<file path="config.mk">
export PLATFORM = sky130hd
export DESIGN_NAME = alu_muldiv_unit
export DESIGN_NICKNAME = d
export VERILOG_FILES = /design/src/rtl/alu_muldiv_unit.sv
export SDC_FILE = /design/constraint.sdc
export NUM_CORES = 1
export LEC_CHECK = 0
export BUFFER_PORTS_ARGS = -buffer_cell sky130_fd_sc_hd__buf_2
export CORE_UTILIZATION = 50
export CTS_CLUSTER_DIAMETER = 80
export DETAILED_ROUTE_END_ITERATION = 16
export PLACE_DENSITY = 0.75
export SLEW_MARGIN = 30
export SYNTH_ARGS = -nofsm -noshare
export SYNTH_HDL_FRONTEND = slang
export SYNTH_SLANG_ARGS = --single-unit
</file>
<file path="constraint.sdc">
create_clock -name clk -period 10 [get_ports clk]
set_input_delay 2 -clock clk [delete_from_list [all_inputs] [get_ports clk]]
set_output_delay 2 -clock clk [all_outputs]
set_load 0.01 [all_outputs]
</file>
<file path="src/rtl/alu_muldiv_unit.sv">
// alu_muldiv_unit: MIPS execute unit with registered I-type ALU results/flags and an
// iterative multiply/divide engine writing HI/LO.
// Ports:
//   clk, reset          - rising-edge clock, asynchronous active-high reset
//   Start               - one-cycle request, sampled only while Busy=0
//   OPCode, Funct       - MIPS opcode and R-type function field
//   Rs, Rt, Immediate   - operands and raw immediate field
//   Result, HI, LO      - registered result and HI/LO registers
//   carryOut, Zero, overFlow, DivByZero - registered flags
//   Busy, Done          - multi-cycle handshake (Done is a one-cycle pulse)
module alu_muldiv_unit #(
  parameter int unsigned WIDTH = 32,
  parameter int unsigned IMM_W = 16
) (
  input  logic             clk,
  input  logic             reset,
  input  logic             Start,
  input  logic [5:0]       OPCode,
  input  logic [5:0]       Funct,
  input  logic [WIDTH-1:0] Rs,
  input  logic [WIDTH-1:0] Rt,
  input  logic [IMM_W-1:0] Immediate,
  output logic [WIDTH-1:0] Result,
  output logic [WIDTH-1:0] HI,
  output logic [WIDTH-1:0] LO,
  output logic             carryOut,
  output logic             Zero,
  output logic             overFlow,
  output logic             DivByZero,
  output logic             Busy,
  output logic             Done
);

  localparam int unsigned     CntW     = $clog2(WIDTH);
  localparam logic [CntW-1:0] LastIter = CntW'(WIDTH - 1);

  localparam logic [5:0] OpRtype = 6'h00, OpBeq  = 6'h04, OpBne   = 6'h05;
  localparam logic [5:0] OpAddi  = 6'h08, OpAddiu = 6'h09, OpSlti = 6'h0A;
  localparam logic [5:0] OpSltiu = 6'h0B, OpAndi = 6'h0C, OpOri   = 6'h0D, OpLui = 6'h0F;
  localparam logic [5:0] FnMfhi  = 6'h10, FnMflo = 6'h12, FnMult  = 6'h18;
  localparam logic [5:0] FnMultu = 6'h19, FnDiv  = 6'h1A, FnDivu  = 6'h1B;

  typedef enum logic [1:0] {StIdle, StMul, StDiv, StFix} state_e;

  state_e            r_state;
  logic [WIDTH-1:0]  r_result, r_hi, r_lo;
  logic              r_carry, r_zero, r_ovf, r_dbz, r_done;
  logic [CntW-1:0]   r_cnt;
  logic [WIDTH-1:0]  r_op_a;    // multiplicand magnitude or divisor magnitude
  logic [WIDTH-1:0]  r_acc_hi;  // partial product high half / running remainder
  logic [WIDTH-1:0]  r_acc_lo;  // multiplier bits / dividend bits becoming quotient
  logic              r_neg_q, r_neg_r, r_is_div;

  // Decode and operand preparation
  logic             w_is_r, w_is_mul, w_is_div, w_signed, w_rs_neg, w_rt_neg;
  logic [WIDTH-1:0] w_rs_mag, w_rt_mag, w_imm_sext, w_imm_zext;
  logic [WIDTH:0]   w_add;

  assign w_is_r     = (OPCode == OpRtype);
  assign w_is_mul   = w_is_r && ((Funct == FnMult) || (Funct == FnMultu));
  assign w_is_div   = w_is_r && ((Funct == FnDiv) || (Funct == FnDivu));
  assign w_signed   = ~Funct[0];  // MULT/DIV are even functs, MULTU/DIVU odd
  assign w_rs_neg   = w_signed & Rs[WIDTH-1];
  assign w_rt_neg   = w_signed & Rt[WIDTH-1];
  assign w_rs_mag   = w_rs_neg ? -Rs : Rs;
  assign w_rt_mag   = w_rt_neg ? -Rt : Rt;
  assign w_imm_sext = {{(WIDTH-IMM_W){Immediate[IMM_W-1]}}, Immediate};
  assign w_imm_zext = {{(WIDTH-IMM_W){1'b0}}, Immediate};
  assign w_add      = {1'b0, Rs} + {1'b0, w_imm_sext};

  // Single-cycle result and flags
  logic [WIDTH-1:0] w_res;
  logic             w_carry, w_ovf, w_zero, w_valid, w_branch, w_br_zero;

  always_comb begin
    w_res     = '0;
    w_carry   = 1'b0;
    w_ovf     = 1'b0;
    w_valid   = 1'b1;
    w_branch  = 1'b0;
    w_br_zero = 1'b0;
    case (OPCode)
      OpAddi: begin
        w_res   = w_add[WIDTH-1:0];
        w_carry = w_add[WIDTH];
        w_ovf   = (Rs[WIDTH-1] == w_imm_sext[WIDTH-1]) && (w_add[WIDTH-1] != Rs[WIDTH-1]);
      end
      OpAddiu: begin
        w_res   = w_add[WIDTH-1:0];
        w_carry = w_add[WIDTH];
      end
      OpAndi:  w_res = Rs & w_imm_zext;
      OpOri:   w_res = Rs | w_imm_zext;
      OpLui:   w_res = {Immediate, {(WIDTH-IMM_W){1'b0}}};
      OpSlti:  w_res = {{(WIDTH-1){1'b0}}, ($signed(Rs) < $signed(w_imm_sext))};
      OpSltiu: w_res = {{(WIDTH-1){1'b0}}, (Rs < w_imm_sext)};
      OpBeq: begin
        w_res     = Rs - Rt;
        w_branch  = 1'b1;
        w_br_zero = (Rs == Rt);
      end
      OpBne: begin
        w_res     = Rs - Rt;
        w_branch  = 1'b1;
        w_br_zero = (Rs != Rt);
      end
      OpRtype: begin
        if (Funct == FnMfhi) begin
          w_res = r_hi;
        end else if (Funct == FnMflo) begin
          w_res = r_lo;
        end else begin
          w_valid = 1'b0;
        end
      end
      default: w_valid = 1'b0;
    endcase
    w_zero = w_valid && (w_branch ? w_br_zero : (w_res == '0));
  end

  // Iteration datapath
  logic [WIDTH:0]     w_mul_sum, w_div_shift, w_div_diff;
  logic               w_div_ge;
  logic [2*WIDTH-1:0] w_prod_fix;
  logic [WIDTH-1:0]   w_quot_fix, w_rem_fix;

  assign w_mul_sum   = {1'b0, r_acc_hi} + (r_acc_lo[0] ? {1'b0, r_op_a} : '0);
  assign w_div_shift = {r_acc_hi, r_acc_lo[WIDTH-1]};
  assign w_div_diff  = w_div_shift - {1'b0, r_op_a};
  // Remainder stays below the divisor, so a clear top bit means no borrow
  assign w_div_ge    = ~w_div_diff[WIDTH];
  assign w_prod_fix  = r_neg_q ? -{r_acc_hi, r_acc_lo} : {r_acc_hi, r_acc_lo};
  assign w_quot_fix  = r_neg_q ? -r_acc_lo : r_acc_lo;
  assign w_rem_fix   = r_neg_r ? -r_acc_hi : r_acc_hi;

  always_ff @(posedge clk or posedge reset) begin
    if (reset) begin
      r_state  <= StIdle;
      r_result <= '0;
      r_hi     <= '0;
      r_lo     <= '0;
      r_carry  <= 1'b0;
      r_zero   <= 1'b0;
      r_ovf    <= 1'b0;
      r_dbz    <= 1'b0;
      r_done   <= 1'b0;
      r_cnt    <= '0;
      r_op_a   <= '0;
      r_acc_hi <= '0;
      r_acc_lo <= '0;
      r_neg_q  <= 1'b0;
      r_neg_r  <= 1'b0;
      r_is_div <= 1'b0;
    end else begin
      r_done <= 1'b0;
      case (r_state)
        StIdle: begin
          if (Start) begin
            if (w_is_mul) begin
              r_state  <= StMul;
              r_op_a   <= w_rs_mag;
              r_acc_hi <= '0;
              r_acc_lo <= w_rt_mag;
              r_neg_q  <= w_rs_neg ^ w_rt_neg;
              r_neg_r  <= 1'b0;
              r_is_div <= 1'b0;
              r_cnt    <= '0;
            end else if (w_is_div && (Rt != '0)) begin
              r_state  <= StDiv;
              r_op_a   <= w_rt_mag;
              r_acc_hi <= '0;
              r_acc_lo <= w_rs_mag;
              r_neg_q  <= w_rs_neg ^ w_rt_neg;
              r_neg_r  <= w_rs_neg;
              r_is_div <= 1'b1;
              r_cnt    <= '0;
            end else if (w_is_div) begin
              r_hi   <= Rs;
              r_lo   <= '1;
              r_dbz  <= 1'b1;
              r_done <= 1'b1;
            end else begin
              r_result <= w_res;
              r_carry  <= w_carry;
              r_zero   <= w_zero;
              r_ovf    <= w_ovf;
              r_dbz    <= 1'b0;
              r_done   <= 1'b1;
            end
          end
        end
        StMul: begin
          r_acc_hi <= w_mul_sum[WIDTH:1];
          r_acc_lo <= {w_mul_sum[0], r_acc_lo[WIDTH-1:1]};
          r_cnt    <= r_cnt + 1'b1;
          if (r_cnt == LastIter) r_state <= StFix;
        end
        StDiv: begin
          r_acc_hi <= w_div_ge ? w_div_diff[WIDTH-1:0] : w_div_shift[WIDTH-1:0];
          r_acc_lo <= {r_acc_lo[WIDTH-2:0], w_div_ge};
          r_cnt    <= r_cnt + 1'b1;
          if (r_cnt == LastIter) r_state <= StFix;
        end
        StFix: begin
          if (r_is_div) begin
            r_hi <= w_rem_fix;
            r_lo <= w_quot_fix;
          end else begin
            {r_hi, r_lo} <= w_prod_fix;
          end
          r_dbz   <= 1'b0;
          r_done  <= 1'b1;
          r_state <= StIdle;
        end
        default: r_state <= StIdle;
      endcase
    end
  end

  assign Result    = r_result;
  assign HI        = r_hi;
  assign LO        = r_lo;
  assign carryOut  = r_carry;
  assign Zero      = r_zero;
  assign overFlow  = r_ovf;
  assign DivByZero = r_dbz;
  assign Busy      = (r_state != StIdle);
  assign Done      = r_done;

endmodule

</file>
==> impl_results.md, run 1 <==
- Net Sw Frac: 0.4912
- FP Rows: 76
- #FFs+latches synth: 207
- Arrival time worst endpoint: 6160 ps
- Highest-count cells in the layout ignoring fill and taps: nor2_1, nand2_1, a21oi_1
- Syn nets: 3120
- I/O pins: 197
- RSZ-0062 raised after global routing: false
- Clock Path Buffers: 3
- Post-CTS Setup Inserts: 0
- CTS Buf Count: 27
- VDD IR-drop max: 236.8 uV
- Ys async rst share: 1.000
- Vias in the first global route: 21750
- Ys flop type: dfrtp_1
- Critical path required time: 10500 ps
- GRT Util Overall: 0.3866
- Remaining Overflow, GRT: 0
- Commonest non-fill, non-tap cell in the layout: nor2_1
- Hold_buf cts: 0
- First-pass GRT wire length: 132.5 mm
- Initial DRC Count: 2275
- Initial Util: 0.5121
- DRC viols: 0
- Worst-path clk slew: 50 ps
- H-tree depth: 1
- Switching Power: 2.810 mW
- Combinational share of power: 0.558
- Slew HR: 0.3059
- Final wirelength: 88.80 mm
- Final hold vios: 0
- RD Place Congestion: 1.022
- Slowest stage delay, CP: 730 ps
- Die Footprint: 0.04535 sq mm
- Count of cell types in the netlist: 102
- CTS tree: built
- Cell area after synthesis: 0.02225 sq mm
- Crit Path Class: input pin to register
- Actual slew at the worst max-slew pin: 1032 ps
- Min Tclk post-route: 5663 ps
- Power share of the sequential group: 0.266
- Pwr Density: 233.7 mW/mm^2
- Share of layout cells above drive strength 1: 0.1215
- Post-synth EDFFs: 0
- Core area: 0.04346 sq mm
- Max Cap Viol: 0
- F_max: 0.1766 GHz
- Die Span Y: 213.0 um
- Mux contribution to synthesized area: 0.05465
- Clk_skew: 20.46 ps
- Final setup violation count: 0
- Die width: 213.0 um
- Total number of vias: 22970
- Initial antenna violation count: 8
- Hold Slack: 480.2 ps
- Max Fanout on Critical Path: 23
- Wire per inst: 25.10 um
- ANT nets after route: 0
- Mapped Cells: 2836
- Setup crit start kind: input pin
- CTS sink cnt: 207
- Largest net degree at the start of global routing: 138
- Status: finished, final reports clean
- Xor/xnor share of the synthesized area: 0.08389
- Ys Warns: 0
- Post-CTS sizing: 0
- Clock share of power: 0.175
- Slowest CP cell: a21oi_4
- Net count, final: 3213
- Max-slew violation count: 0
- Vias per cell: 6.493
- TNS Setup: 0 ps
- Area grow syn2layout: 10.00%
- Root Buffer: clkbuf_16
- Adder-Cell Fraction of Synth Area: 0.1076
- Final WS setup: 4337 ps
- HPWL Detailed: 69.60 mm
- Post-layout util: 0.5633
- Main combinational cell family by area after synthesis: compound AO/OA/AOI/OAI gates
- Fin crit share: 0.5663
- Worst-Skew Late Latency: 590 ps
- CP Cell Sequence: buf_2 -> or4_4 -> nor4b_4 -> nand3_4 -> nor4_4 -> nand3_1 -> nand2_1 -> buf_4 -> nand2_1 -> a21oi_4 -> buf_4 -> a22oi_1 -> o21ai_1
- Syn Area/Cell: 7.846 sq um
- Port Buffer Count: 196
- DP Worst Slack: 3800 ps
- Drt first pass iters: 6
- Crit. End Element: register
- Register area share after synthesis: 0.2328
- Hold WC Path Type: register to register
- Synth Area in Compound Gates: 0.2807
- Simple-gate share of the synthesized area: 0.1834
- Lkg Pwr: 11.07 nW
- P_int: 2.911 mW
## logic make-up after synthesis
group | count (synthesis)
AOI/OAI and AO/OA | 944
xor gates and xnor gates | 211
adders and majority gates | 189
buffers and inverters | 311
DFF | 207
muxes | 121
and+or+nand+nor | 853
## synth_stat cells (all sizes together) (7+ instances only)
| cell type | instances | area (sq um) |
|---|---|---|
| nor2 | 267 | 1018 |
| nand2 | 262 | 983.4 |
| a21oi | 240 | 1224 |
| o21ai | 237 | 1190 |
| dfrtp | 207 | 5180 |
| ha | 185 | 2315 |
| inv | 145 | 544.3 |
| xnor2 | 135 | 1201 |
| mux2i | 117 | 1171 |
| clkbuf | 114 | 427.9 |
| xor2 | 76 | 665.6 |
| a21o | 62 | 465.5 |
| a31oi | 62 | 387.9 |
| nor3 | 53 | 281.5 |
| buf | 50 | 286.5 |
| nand3 | 47 | 247.7 |
| a22oi | 38 | 380.4 |
| o221ai | 36 | 315.3 |
| nor2b | 32 | 200.2 |
| nor4 | 32 | 236.5 |
| o31ai | 30 | 230.2 |
| a211oi | 28 | 230.2 |
| nand4 | 28 | 175.2 |
| o21a | 23 | 172.7 |
| nand2b | 21 | 131.4 |
| or3 | 21 | 131.4 |
| a221o | 20 | 200.2 |
| o22ai | 20 | 125.1 |
| and2 | 18 | 112.6 |
| o21bai | 18 | 135.1 |
| and3 | 17 | 106.4 |
| or2 | 16 | 100.1 |
| a221oi | 14 | 135.1 |
| o211ai | 13 | 97.59 |
| a22o | 12 | 105.1 |
| a2111oi | 11 | 115.1 |
| and4 | 10 | 87.58 |
| a211o | 9 | 78.83 |
| o41ai | 9 | 78.83 |
| or4 | 9 | 71.32 |
| a41oi | 7 | 68.82 |
## power by group through the flow
stage	Sequential (mW)	Clock (mW)	Combinational, mW
after floorplan	1.37	0	2.32
after global routing	1.54	1.04	3.47
final	1.52	1.00	3.19
after CTS	1.50	1.01	3.13
after global placement	1.51	0	3.05
after detailed placement	1.52	0	3.12
## registers in the layout, summed over array words and instances (netlist names), 2 cells and up
| signal | count |
|---|---|
| HI | 32 |
| LO | 32 |
| Result | 32 |
| r_acc_hi | 32 |
| r_acc_lo | 32 |
| r_cnt | 5 |
| r_op_a | 32 |
| r_state | 2 |
## routing by layer
metal / wire (um) / GRT usage / part of all wire
met5: 55 / 0 / 0.00062
met4: 5222 / 0.1975 / 0.059
met3: 7640 / 0.05192 / 0.086
met2: 39790 / 0.6170 / 0.45
met1: 36100 / 0.5100 / 0.41
## cell type report
type | count | area, sq um
Antenna cell | 6 | 15.01
Multi-Input combinational cell | 2318 | 15860
Clock inverter | 9 | 97.59
Clock buffer | 38 | 797.0
Fill cell | 4112 | 18980
Timing Repair Buffer | 228 | 1237
Sequential cell | 207 | 5180
Inverter | 147 | 564.3
Tap cell | 585 | 732.0
## stage by stage
| stage | cells | power [mW] | cell area, sq um |
|---|---|---|---|
| floorplan | 2836 | 3.692 | 22250 |
| global placement | 3484 | 4.561 | 23530 |
| detailed placement | 3484 | 4.640 | 23550 |
| CTS | 3531 | 5.651 | 24440 |
| global route | 3534 | 6.047 | 24470 |
| finish | 3538 | 5.720 | 24480 |
## final timing paths
check | depth (start not counted) | startpoint | slack (ps) | to
hold / removal | 2 | Result[17] | 480 | Result[17]
hold reg to reg | 2 | Result[17] | 480 | Result[17]
setup reg to reg | 16 | r_acc_lo[31] | 5330 | r_acc_hi[0]
min in group asynchronous | 2 | reset | 1560 | HI[0]
max in group asynchronous | 3 | reset | 7190 | r_op_a[10]
setup / recovery | 13 | Rt[8] | 4340 | r_acc_hi[1]
## worst max-delay path: cells and delay by family
kind	cells	cell delay, ps
simple gates	7	2260
buf+inv	3	870
compound gates	3	980
Power figures use the tool's default switching activity.
==> inputs of run 2 (changes only) <==
clock period = 5.4 ns   (was 10 ns; I/O delays follow)
==> run 2 against run 1 <==
  * Sequential share of layout area fell by 0.39 points
  * First-iteration DRC count rose by 2.2%
  * Combinational power rose by 92%
  * Design area rose by 1.9%
  * Register-to-register slack got worse by 4600 ps
  * Critical path depth rose by 3
  * Count of clock-buffer cells in the layout did not move
  * Utilization rose by 1.1 points
  * Sequential cell count did not move
  * Cell count rose by 1.2%
  * Power rose by 96%
  * Critical endpoint is now Zero
  * Largest cell class unchanged
==> impl_results.md, run 2 (same netlist as run 1, synthesis figures left out) <==
- RD Place Congestion: 1.024
- Vias in the first global route: 22260
- Root Buffer: clkbuf_16
- Post-CTS Setup Inserts: 0
- CTS tree: built
- CTS sink cnt: 207
- Hold WC Path Type: register to register
- Lkg Pwr: 11.31 nW
- FP Rows: 76
- Net count, final: 3249
- Share of layout cells above drive strength 1: 0.1335
- Highest-count cells in the layout ignoring fill and taps: nor2_1, nand2_1, a21oi_1
- Total number of vias: 23440
- Max Cap Viol: 0
- Wire per inst: 26.40 um
- Total power: 11.19 mW
- Crit. End Element: register
- CP top delay family: compound AO/OA/AOI/OAI gates
- TNS Setup: 0 ps
- Final setup violation count: 0
- Die Span Y: 213.0 um
- VDD IR-drop max: 457.0 uV
- Max Fanout on Critical Path: 9
- Vias per cell: 6.550
- Slowest stage delay, CP: 500 ps
- Actual slew at the worst max-slew pin: 797.3 ps
- Buffer and inverter count on the worst path: 5
- I/O pins: 197
- Area grow syn2layout: 12.09%
- Final WS setup: 692.6 ps
- GRT Util Overall: 0.4124
- Final hold vios: 0
- Commonest non-fill, non-tap cell in the layout: nor2_1
- Critical path required time: 5920 ps
- Initial antenna violation count: 9
- Die Footprint: 0.04535 sq mm
- Port Buffer Count: 196
- Clk_skew: 20.41 ps
- Clock Path Buffers: 3
- Initial Util: 0.5121
- Remaining Overflow, GRT: 0
- First-pass GRT wire length: 139.6 mm
- Placed cell areas: 0.02379 sq mm
- Fin crit share: 0.8717
- Initial DRC Count: 2324
- Worst-path clk slew: 60 ps
- RSZ-0062 raised after global routing: false
- Worst-Skew Late Latency: 600 ps
- Fill cells: 4092
- Crit Path Class: input pin to register
- Status: finished, final reports clean
- Setup crit start kind: input pin
- CP Cell Sequence: buf_2 -> inv_1 -> buf_4 -> ha_1 -> buf_4 -> nor4b_1 -> buf_4 -> nand3_1 -> a21oi_1 -> a211o_1 -> a21boi_2 -> xnor2_1 -> a221o_1 -> a2111oi_2 -> and4b_1 -> a31o_1
- DP Worst Slack: 297.5 ps
- Post-CTS sizing: 0
- Pwr Density: 448.7 mW/mm^2
- Drt first pass iters: 6
- Arrival time worst endpoint: 5230 ps
- Die width: 213.0 um
- Final wirelength: 94.49 mm
- Hold_buf cts: 0
- Largest net degree at the start of global routing: 58
- Max-slew violation count: 0
- F_max: 0.2124 GHz
- Final Instance Area: 0.02494 sq mm
- H-tree depth: 1
- Min Tclk post-route: 4707 ps
- Slew HR: 0.4640
- HPWL Detailed: 74.49 mm
- CTS Buf Count: 30
- Most common cell on crit path: buf_4
- ANT nets after route: 0
- Slowest CP cell: nor4b_1
- Core area: 0.04346 sq mm
- DRC viols: 0
run 2: cell types whose count changed in the layout (fill, tap and decap cells not counted), sizes merged:
cell / delta
buf: +33
bufinv: +4
clkinvlp: +4
clkinv: +2
inv: -2
run 2: report_power, final:
part	switching [mW]	leakage (nW)	internal (mW)
clock network	0.863	0.518	1.35
logic	3.70	8.31	2.43
registers	0.840	2.48	2.02
run 2: worst min-delay path: stages (launching register included):
cell	delay, ps
dfrtp_1	330
nand2_1	50
o21ai_0	60
run 2: worst paths after layout:
path                                from          end  slack, ps  depth (start not counted)
setup reg to reg            r_acc_lo[31]  r_acc_hi[3]        770                         17
setup / recovery           Immediate[15]         Zero        690                         16
min in group asynchronous          reset        LO[1]        620                          2
hold reg to reg                 carryOut     carryOut        470                          2
hold / removal                  carryOut     carryOut        470                          2
max in group asynchronous          reset       LO[27]       3520                          3
run 2: cell type report:
type	instances	area, sq um	area share
Sequential cell	207	5180	0.2077
Inverter	147	555.5	0.02227
Clock buffer	38	842.1	0.03376
Timing Repair Buffer	261	1513	0.06065
Multi-Input combinational cell	2318	15850	0.6356
Tap cell	585	732.0	0.02935
Antenna cell	6	15.01	0.0006020
Clock inverter	17	252.7	0.01013
run 2: through the flow:
| step | instances | hold slack (ps) | util |
|---|---|---|---|
| after floorplan | 2836 | 442.9 | - |
| after global placement | 3515 | 457.3 | 0.5470 |
| after detailed placement | 3516 | 459.6 | 0.5474 |
| after CTS | 3571 | 476.4 | 0.5726 |
| after global routing | 3576 | 495.0 | 0.5738 |
| final | 3579 | 470.7 | 0.5740 |
run 2: routing by layer:
layer,vias up,part of all wire,global-route usage
li1,10630,-,-
met1,11190,0.40,0.5420
met2,1338,0.44,0.6536
met3,275,0.098,0.06119
met4,8,0.058,0.2171
met5,-,0.00085,0
